$ cat src/rtl/bcd_seg_scan_if.sv
// Bus between a display controller and the bcd_seg_scan digit scanner.
// The master side supplies the BCD value, load strobe and display options;
// the slave side (the scanner) returns the segment, decimal-point, anode and
// frame signals.
interface bcd_seg_scan_if;
  logic        load;
  logic [15:0] bcd_in;
  logic [3:0]  dp_in;
  logic        lz_en;
  logic [6:0]  seg;
  logic        dp_n;
  logic [3:0]  an;
  logic        frame;

  modport master (
    output load, bcd_in, dp_in, lz_en,
    input  seg, dp_n, an, frame
  );

  modport slave (
    input  load, bcd_in, dp_in, lz_en,
    output seg, dp_n, an, frame
  );
endinterface

$ cat src/rtl/bcd_seg_scan.sv
// Time-multiplexed driver for a 4-digit common-anode seven-segment display.
// A value captured on load is held pending and only becomes the displayed
// value at the end of a full scan, so one scan never mixes old and new
// digits. Each digit slot opens with a short all-off guard to stop ghosting
// between anodes. Outputs are registered and lag the scan state by one clock.
module bcd_seg_scan #(
  parameter int unsigned REFRESH_DIV  = 1000,
  parameter int unsigned BLANK_CYCLES = 2
) (
  input logic           clk,
  input logic           reset,
  bcd_seg_scan_if.slave bus
);

  localparam int unsigned CNT_W = (REFRESH_DIV > 1) ? $clog2(REFRESH_DIV) : 1;
  localparam logic [CNT_W-1:0] DIV_LAST  = CNT_W'(REFRESH_DIV - 1);
  localparam logic [CNT_W-1:0] BLANK_END = CNT_W'(BLANK_CYCLES);

  // Active-low gfedcba pattern for one BCD nibble; non-decimal codes show a dash.
  function automatic logic [6:0] seg_decode(input logic [3:0] nib);
    logic [6:0] pat;
    case (nib)
      4'd0:    pat = 7'h40;
      4'd1:    pat = 7'h79;
      4'd2:    pat = 7'h24;
      4'd3:    pat = 7'h30;
      4'd4:    pat = 7'h19;
      4'd5:    pat = 7'h12;
      4'd6:    pat = 7'h02;
      4'd7:    pat = 7'h78;
      4'd8:    pat = 7'h00;
      4'd9:    pat = 7'h10;
      default: pat = 7'h3F;
    endcase
    return pat;
  endfunction

  logic [CNT_W-1:0] div_cnt_r;
  logic [1:0]       idx_r;
  logic [19:0]      pend_r;
  logic             pend_v_r;
  logic [19:0]      act_r;
  logic [6:0]       seg_r;
  logic             dp_n_r;
  logic [3:0]       an_r;
  logic             frame_r;

  logic             slot_end_s;
  logic             frame_edge_s;
  logic             blank_phase_s;
  logic [3:0]       zero_s;
  logic [3:0]       nib_s;
  logic             dp_s;
  logic [3:0]       an_drive_s;
  logic             lz_blank_s;
  logic [6:0]       seg_s;

  assign slot_end_s    = (div_cnt_r == DIV_LAST);
  assign frame_edge_s  = slot_end_s && (idx_r == 2'd3);
  assign blank_phase_s = (div_cnt_r < BLANK_END);

  assign zero_s[0] = (act_r[3:0]   == 4'h0);
  assign zero_s[1] = (act_r[7:4]   == 4'h0);
  assign zero_s[2] = (act_r[11:8]  == 4'h0);
  assign zero_s[3] = (act_r[15:12] == 4'h0);

  // Select the current digit's nibble, dp bit, anode pattern and zero-blanking.
  always_comb begin
    nib_s      = 4'h0;
    dp_s       = 1'b0;
    an_drive_s = 4'hF;
    lz_blank_s = 1'b0;
    seg_s      = 7'h7F;
    case (idx_r)
      2'd0: begin
        nib_s      = act_r[3:0];
        dp_s       = act_r[16];
        an_drive_s = 4'b1110;
        lz_blank_s = 1'b0;
      end
      2'd1: begin
        nib_s      = act_r[7:4];
        dp_s       = act_r[17];
        an_drive_s = 4'b1101;
        lz_blank_s = bus.lz_en & zero_s[3] & zero_s[2] & zero_s[1];
      end
      2'd2: begin
        nib_s      = act_r[11:8];
        dp_s       = act_r[18];
        an_drive_s = 4'b1011;
        lz_blank_s = bus.lz_en & zero_s[3] & zero_s[2];
      end
      2'd3: begin
        nib_s      = act_r[15:12];
        dp_s       = act_r[19];
        an_drive_s = 4'b0111;
        lz_blank_s = bus.lz_en & zero_s[3];
      end
      default: begin
        nib_s      = 4'h0;
        dp_s       = 1'b0;
        an_drive_s = 4'hF;
        lz_blank_s = 1'b0;
      end
    endcase
    if (lz_blank_s) begin
      seg_s = 7'h7F;
    end else begin
      seg_s = seg_decode(nib_s);
    end
  end

  // Advance the dwell counter and step to the next digit at the end of each slot.
  always_ff @(posedge clk or posedge reset) begin
    if (reset) begin
      div_cnt_r <= {CNT_W{1'b0}};
      idx_r     <= 2'd0;
    end else if (slot_end_s) begin
      div_cnt_r <= {CNT_W{1'b0}};
      idx_r     <= idx_r + 2'd1;
    end else begin
      div_cnt_r <= div_cnt_r + CNT_W'(1);
    end
  end

  // Hold loads as pending and promote them to the displayed value only at a frame boundary.
  always_ff @(posedge clk or posedge reset) begin
    if (reset) begin
      pend_r   <= 20'h0_0000;
      pend_v_r <= 1'b0;
      act_r    <= 20'h0_0000;
    end else if (frame_edge_s) begin
      if (bus.load) begin
        act_r    <= {bus.dp_in, bus.bcd_in};
        pend_v_r <= 1'b0;
      end else if (pend_v_r) begin
        act_r    <= pend_r;
        pend_v_r <= 1'b0;
      end
    end else if (bus.load) begin
      pend_r   <= {bus.dp_in, bus.bcd_in};
      pend_v_r <= 1'b1;
    end
  end

  // Register the display outputs: all-off during the guard, else drive the current digit.
  always_ff @(posedge clk or posedge reset) begin
    if (reset) begin
      an_r    <= 4'hF;
      seg_r   <= 7'h7F;
      dp_n_r  <= 1'b1;
      frame_r <= 1'b0;
    end else begin
      frame_r <= frame_edge_s;
      if (blank_phase_s) begin
        an_r   <= 4'hF;
        seg_r  <= 7'h7F;
        dp_n_r <= 1'b1;
      end else begin
        an_r   <= an_drive_s;
        seg_r  <= seg_s;
        dp_n_r <= ~dp_s;
      end
    end
  end

  assign bus.seg   = seg_r;
  assign bus.dp_n  = dp_n_r;
  assign bus.an    = an_r;
  assign bus.frame = frame_r;

endmodule

$ cat src/flat_wrapper.sv
// flat-port wrapper written by rule: the top's interface ports become plain ports
module bcd_seg_scan_flat 
#(
  parameter int unsigned REFRESH_DIV  = 1000,
  parameter int unsigned BLANK_CYCLES = 2
)
  (clk, reset, bus_load, bus_bcd_in, bus_dp_in, bus_lz_en, bus_seg, bus_dp_n, bus_an, bus_frame);
  bcd_seg_scan_if bus_i ();
  input logic clk;
  input logic reset;
  input wire logic [$bits(bus_i.load)-1:0] bus_load;
  input wire logic [$bits(bus_i.bcd_in)-1:0] bus_bcd_in;
  input wire logic [$bits(bus_i.dp_in)-1:0] bus_dp_in;
  input wire logic [$bits(bus_i.lz_en)-1:0] bus_lz_en;
  output wire logic [$bits(bus_i.seg)-1:0] bus_seg;
  output wire logic [$bits(bus_i.dp_n)-1:0] bus_dp_n;
  output wire logic [$bits(bus_i.an)-1:0] bus_an;
  output wire logic [$bits(bus_i.frame)-1:0] bus_frame;
  assign bus_i.load = bus_load;
  assign bus_i.bcd_in = bus_bcd_in;
  assign bus_i.dp_in = bus_dp_in;
  assign bus_i.lz_en = bus_lz_en;
  assign bus_seg = bus_i.seg;
  assign bus_dp_n = bus_i.dp_n;
  assign bus_an = bus_i.an;
  assign bus_frame = bus_i.frame;
  bcd_seg_scan #(.REFRESH_DIV(REFRESH_DIV), .BLANK_CYCLES(BLANK_CYCLES)) u_core (.clk(clk), .reset(reset), .bus(bus_i));
endmodule
$ cat config.mk
export PLATFORM = sky130hd
export DESIGN_NAME = bcd_seg_scan_flat
export DESIGN_NICKNAME = d
export VERILOG_FILES = /design/src/rtl/bcd_seg_scan_if.sv /design/src/rtl/bcd_seg_scan.sv /design/src/flat_wrapper.sv
export SDC_FILE = /design/constraint.sdc
export NUM_CORES = 1
export LEC_CHECK = 0
export CAP_MARGIN = 20
export CORE_ASPECT_RATIO = 1.4
export CORE_UTILIZATION = 48
export CTS_BUF_LIST = sky130_fd_sc_hd__clkbuf_8 sky130_fd_sc_hd__clkbuf_16
export CTS_CLUSTER_DIAMETER = 120
export DETAILED_ROUTE_END_ITERATION = 6
export PLACE_DENSITY = 0.73
export SLEW_MARGIN = 25
export SYNTH_ARGS = -nofsm -noshare
export SYNTH_HDL_FRONTEND = slang
export SYNTH_SLANG_ARGS = --single-unit
$ cat constraint.sdc
create_clock -name clk -period 2.01 [get_ports clk]
set_input_delay 0.201 -clock clk [delete_from_list [all_inputs] [get_ports clk]]
set_output_delay 0.201 -clock clk [all_outputs]
set_load 0.02 [all_outputs]
==> impl_results.rst <==
.. list-table::
   :header-rows: 1

   * - Metric
     - Value
   * - Setup CP Type
     - reg -> reg
   * - Worst slew margin relative to its limit
     - 67.2%
   * - # IOs
     - 37
   * - Primary flip-flop cell chosen by synthesis mapping
     - sky130_fd_sc_hd__dfrtp_1
   * - Clock network latency to the later pin of the worst-skew pair
     - 340 ps
   * - Final routed wirelength across all metal layers
     - between 5000 and 6000 microns
   * - Die outline area
     - 0.00686 sq mm
   * - Most common cell after layout, fill and taps aside
     - sky130_fd_sc_hd__dfrtp_1
   * - Category of the worst setup path launch point
     - register
   * - Arrival time at the worst endpoint
     - approximately 2200 ps
   * - Count of hold-fix buffers inserted at cts
     - 0
   * - Global-route usage over all layers
     - between 10% and 20%
   * - Critical Path Start
     - u_core.idx_r[0]
   * - Gate count of the mapped netlist
     - 265
   * - Routed length per instance
     - 15.0 microns
   * - Number of setup violations in the final report
     - 0
   * - Placement row count
     - 34
   * - Number of enable-type register cells in the synthesized netlist
     - 0
   * - Fin Clk Skew
     - 8.87 ps
   * - DR vias
     - 2156
   * - Reg area
     - about 0.0017 sq mm
   * - Number of nets at the end of the flow
     - 351
   * - Core area
     - 0.00625 sq mm
   * - Worst r2r src
     - u_core.idx_r[0]
   * - Path class of the lowest-slack min-delay path
     - in -> async
   * - Most used cells in the layout excluding fill and tap cells
     - sky130_fd_sc_hd__dfrtp_1, sky130_fd_sc_hd__nand2_1, sky130_fd_sc_hd__clkdlybuf4s50_1
   * - Number of hold violations in the final report
     - 0
   * - Average footprint of a synthesized cell
     - 11.8 sq um
   * - Period minus WS final
     - 1910 ps
   * - Count of port buffers added during placement
     - 36
   * - Footprint of the multi-input gates
     - 0.00138 sq mm
   * - Die Span X
     - between 70 and 80 microns
   * - Largest buffer count on any clock path
     - 2
   * - Clock-pin slew reported for the worst setup and hold paths after clock tree synthesis
     - 70 ps
   * - End point of the critical path
     - u_core.bus.seg[1]
   * - Unrepaired setup endpoints after global routing
     - true
   * - Worst path required time
     - 2270 ps
   * - Max rail drop VDD
     - 396 uV
   * - DRC violations left
     - 0
   * - Count of nets left with antenna violations after detail routing
     - 0
   * - Initial standard-cell utilization of the core
     - 50.1%
   * - Avg Vias per Cell
     - roughly 5.4
   * - # H-tree levels
     - 3
   * - Number of different library cells in the post-synthesis netlist
     - 39
   * - Sequential area share after synthesis
     - 53.2%
   * - First-pass DRT Iterations
     - 5
   * - # fillers
     - 517
   * - Number of antenna violations at the first check in global routing
     - 0
   * - Endpoint of the lowest-slack register-to-register path
     - u_core.bus.seg[1]
   * - Fraction of layout instances using a drive strength above 1
     - 24.1%
   * - Number of warnings issued by yosys
     - 0
   * - Post-Synthesis Net Count
     - ~300
   * - Via count of the first global-routing pass
     - 2201
   * - Global-route congestion overflow total
     - 0
   * - TritonCTS Buffers
     - 9
   * - Async set or reset register ratio after synthesis
     - 100%
   * - Antenna cell count
     - 0
   * - Worst setup timing slack at the placement stage
     - -126 ps
   * - Area of the mapped netlist
     - between 0.003 and 0.004 sq mm
   * - Share of the cycle needed by the critical path after routing
     - a little over nine tenths
   * - Initial drt markers
     - roughly 90
   * - Slew Viols, Final
     - 0
   * - Last weighted congestion value of the routability-driven placer
     - 0.811
   * - Slew at the pin closest to its max-slew limit
     - 491 ps
   * - Post-route worst setup slack
     - 95.4 ps
   * - TritonCTS sink count
     - between 60 and 70
   * - Worst hold margin
     - 252 ps
   * - Total power per unit cell area
     - 699 mW/mm^2
   * - CTS tree
     - built
   * - Worst-case register-to-register setup slack
     - roughly 95 ps
   * - CTS root buffer
     - sky130_fd_sc_hd__clkbuf_8
   * - Top fanout value on the critical path
     - 8
   * - Endpoint type of the worst setup path
     - register
   * - Global-route wire length before repair
     - 10400 microns
   * - Maximum clock rate
     - about 0.52 GHz
   * - Max-cap check violation count
     - 0
   * - Half-perimeter wire length after placement
     - 3960 microns
   * - Maximum number of pins on one net before global-route repair
     - 67
   * - Number of cells on the worst reg-to-reg path
     - 8
   * - Area growth from synthesis to layout
     - 23.5%
   * - Setup tns final
     - 0 ps
   * - Vert. Die Dim
     - 97.6 microns
   * - Register bit count reported by yosys
     - 66
   * - Run status
     - completed
   * - Static leakage
     - 0.00178 uW
## where the power goes
| part | internal, uW | switching (uW) | total, uW |
|---|---|---|---|
| sequential | 1370 | 23.4 | 1390 |
| clock | 625 | 470 | 1100 |
| combinational | 129 | 83.6 | 213 |
## sequential cells by signal, summed over array words and instances (netlist names), 2 cells and up
| register | flops |
|---|---|
| u_core.act_r | 20 |
| u_core.bus.seg | 7 |
| u_core.pend_r | 20 |
| u_core.idx_r | 2 |
| u_core.div_cnt_r | 10 |
| u_core.bus.an | 4 |
## cell type report
| class | count | share of cell area, % |
|---|---|---|
| clock buffers | 11 | 3.91 |
| multi-input cells | 179 | 35.6 |
| clock inverters | 5 | 1.20 |
| flip-flops and latches | 66 | 43.1 |
| inverters | 10 | 0.971 |
| well taps | 72 | 2.33 |
| repair buffers | 53 | 12.9 |
## routing by layer
layer / vias up / wire [microns] / global-route usage [%]
li1: 1034 / - / -
met2: 42 / 2990 / 32.0
met3: 12 / 153 / 2.90
met4: 0 / 150 / 10.2
met5: - / 0 / 0
met1: 1068 / 2660 / 24.7
## through the flow
step	utilization, %	total power [uW]	instance area, sq um	instances
finish	61.8	2700	3870	396
global route	61.8	2800	3870	396
CTS	61.4	2730	3840	394
detailed placement	57.9	1630	3620	377
global placement	57.9	1620	3620	377
floorplan	-	1550	3130	265
## worst min-delay path by stage
stage                          from                   to  slack, ps
floorplan                  bus_load      u_core.pend_v_r        350
global placement    u_core.act_r[3]      u_core.act_r[3]        470
detailed placement  u_core.act_r[3]      u_core.act_r[3]        480
CTS                           reset  u_core.div_cnt_r[4]        270
global route                  reset  u_core.div_cnt_r[7]        310
finish                        reset  u_core.div_cnt_r[4]        250
## critical path, cell delays in order, from the launching register on
cell and delay, ps:
sky130_fd_sc_hd__dfrtp_1 410, sky130_fd_sc_hd__inv_1 130, sky130_fd_sc_hd__ha_2 300, sky130_fd_sc_hd__a21oi_1 60, sky130_fd_sc_hd__a22oi_1 260, sky130_fd_sc_hd__inv_1 120, sky130_fd_sc_hd__ha_1 310, sky130_fd_sc_hd__o22ai_1 170
sky130_fd_sc_hd__nand2_1 70
## cell usage after synthesis, types with 3 or more instances
cell type / number / area (sq um)
sky130_fd_sc_hd__inv_1: 8 / 30.0
sky130_fd_sc_hd__mux2_4: 20 / 300
sky130_fd_sc_hd__nand3_1: 9 / 45.0
sky130_fd_sc_hd__ha_1: 8 / 100
sky130_fd_sc_hd__dfrtp_1: 54 / 1350
sky130_fd_sc_hd__clkbuf_1: 7 / 26.3
sky130_fd_sc_hd__nand2_1: 37 / 139
sky130_fd_sc_hd__xor2_1: 4 / 35.0
sky130_fd_sc_hd__a21oi_1: 4 / 20.0
sky130_fd_sc_hd__nor2_1: 16 / 60.1
sky130_fd_sc_hd__a222oi_1: 3 / 30.0
sky130_fd_sc_hd__nor4_1: 4 / 25.0
sky130_fd_sc_hd__o21ai_0: 5 / 25.0
sky130_fd_sc_hd__o21ai_1: 20 / 100
sky130_fd_sc_hd__dfstp_2: 12 / 315
sky130_fd_sc_hd__a22oi_1: 4 / 30.0
sky130_fd_sc_hd__xnor2_1: 3 / 26.3
sky130_fd_sc_hd__mux2i_1: 21 / 210
## timing repair
action / 4_1_cts / 5_1_grt
cloned: 1 / 0
gates resized for setup: 2 / 5
pin swaps: 0 / 2
setup endpoints to repair: 23 / 7
setup buffers: 0 / 2
## kinds of logic (layout without fill, tap and decap cells)
| kind of cell | Yosys count | in the layout | synth area share, % |
|---|---|---|---|
| adder cells (fa/ha/maj) | 8 | 8 | 3.20 |
| XOR/XNOR | 7 | 7 | 1.96 |
| flip-flops | 66 | 66 | 53.2 |
| multiplexers | 42 | 42 | 16.7 |
| buffers and inverters | 21 | 79 | 3.92 |
| AND/OR/NAND/NOR | 75 | 76 | 11.9 |
| AO/OA/AOI/OAI | 46 | 46 | 9.11 |
Note: power is estimated with default switching activity, not from simulation.
==> edit, RTL diff (same settings) <==
`REFRESH_DIV` is set to 1000 in 2 places; all go to 4000.
--- a/src/rtl/bcd_seg_scan.sv
+++ b/src/rtl/bcd_seg_scan.sv
@@ -4,7 +4,7 @@
 // digits. Each digit slot opens with a short all-off guard to stop ghosting
 // between anodes. Outputs are registered and lag the scan state by one clock.
 module bcd_seg_scan #(
-  parameter int unsigned REFRESH_DIV  = 1000,
+  parameter int unsigned REFRESH_DIV  = 4000,
   parameter int unsigned BLANK_CYCLES = 2
 ) (
   input logic           clk,
--- a/src/flat_wrapper.sv
+++ b/src/flat_wrapper.sv
@@ -1,7 +1,7 @@
 // flat-port wrapper written by rule: the top's interface ports become plain ports
 module bcd_seg_scan_flat 
 #(
-  parameter int unsigned REFRESH_DIV  = 1000,
+  parameter int unsigned REFRESH_DIV  = 4000,
   parameter int unsigned BLANK_CYCLES = 2
 )
   (clk, reset, bus_load, bus_bcd_in, bus_dp_in, bus_lz_en, bus_seg, bus_dp_n, bus_an, bus_frame);
Check against the original RTL: same outputs for any inputs over 10 cycles, from zero or initial values and one cycle with reset high; that may be too few to reach the edited logic, so the function may still have changed.
==> edit against the original RTL <==
  * Power shrank 8.2%
  * Wire length grew 0.40%
  * Design area grew 2.5%
  * Sequential cell count grew 2
  * Synthesized cell count grew 5.3%
  * Synthesized area is essentially flat
  * Count of clock-buffer cells in the layout shrank 1
  * Worst setup slack lost 0.018 ns
  * Highest routed layer unchanged
==> edit: results <==
export IMPL_wl_per_cell_um=14.5
export IMPL_cp_data_arrival_time_ns=2.19
export IMPL_largestRegisters="u_core.act_r x20, u_core.pend_r x20, u_core.div_cnt_r x12"
export IMPL_status="finished, final reports clean"
export IMPL_pg_clk_uw=873
export IMPL_layout_nets=370
export IMPL_worst_path_max_delay_cell="dfrtp_2"
export IMPL_ys_seq_area_share_pct=54.9
export IMPL_powerDensity_nw_per_um2=626
export IMPL_place_ws_ns=0.00107
export IMPL_async_flop_share_pct=100
export IMPL_nMultiInputCombCells=190
export IMPL_synth_warnings=0
export IMPL_seq_cells=68
export IMPL_buffer_area_share_pct=14.6
export IMPL_inv_count=11
export IMPL_clk_share_pct=3.66
export IMPL_grtUsageMet1_pct=22.8
export IMPL_place_gp_congestion=0.887
export IMPL_r2r_slack_ns=0.08
export IMPL_multi_input_area_um2=1390
export IMPL_p_comb_share_pct=7.2
export IMPL_reg2reg_to="u_core.bus.seg[5]"
export IMPL_drt_initial_drc_count=88
export IMPL_max_freq_mhz=518
export IMPL_met2_usage_pct=30.5
export IMPL_syn_inst=279
export IMPL_dp_hpwl_mm=4.15
export IMPL_synth_nets=311
export IMPL_place_area_um2=3670
export IMPL_hold_ws_ns=0.221
export IMPL_vdd_drop_max_uv=444
export IMPL_syn_area_per_cell_um2=11.2
export IMPL_nFillCells=500
export IMPL_clkbuf_count=10
export IMPL_ys_top_cells_by_count="dfrtp_1, nand2_1, o21ai_0"
export IMPL_grt_use_met3_pct=4.56
export IMPL_via_per_inst=5.43
export IMPL_layout_drive_gt1_share_pct=19.5
export IMPL_vias=2230
export IMPL_track_usage_pct=18.9
export IMPL_p_leak_uw=0.00176
export IMPL_synth_cell_types=39
export IMPL_clock_skew_ns=0.00544
export IMPL_reg2regPathDepth=7
export IMPL_multi_input_area_share_pct=35.1
export IMPL_synthTopCellsByArea="dfrtp_1, dfstp_2, mux2_1, mux2i_1, nand2_1"
export IMPL_crit_path_max_fanout=5
export IMPL_dp_cells=391
==> edit: cell types whose count changed in the layout (fill, tap and decap cells not counted), sizes merged, moves of 2 or more <==
| cell | before | now |
|---|---|---|
| buf | 17 | 21 |
| xnor2 | 3 | 7 |
| or2b | 0 | 3 |
| a21oi | 4 | 6 |
| dfrtp | 54 | 56 |
| nor3 | 1 | 3 |
| nor4 | 4 | 6 |
| o41ai | 2 | 0 |
| xor2 | 4 | 2 |
==> edit: logic make-up after synthesis <==
group / after synthesis / share of synthesized area (%)
flip-flops: 68 / 54.9
XOR/XNOR: 9 / 2.52
buffers and inverters: 23 / 3.32
multiplexers: 42 / 14.3
AND/OR/NAND/NOR: 82 / 12.8
adder cells (fa/ha/maj): 8 / 3.20
AO/OA/AOI/OAI: 47 / 9.04
==> edit: layer usage <==
layer	wire length (um)	share of wire, %	vias up
met2	3180	53	52
li1	-	-	1093
met5	0	0	-
met4	186	3.1	0
met3	214	3.6	14
met1	2400	40	1071
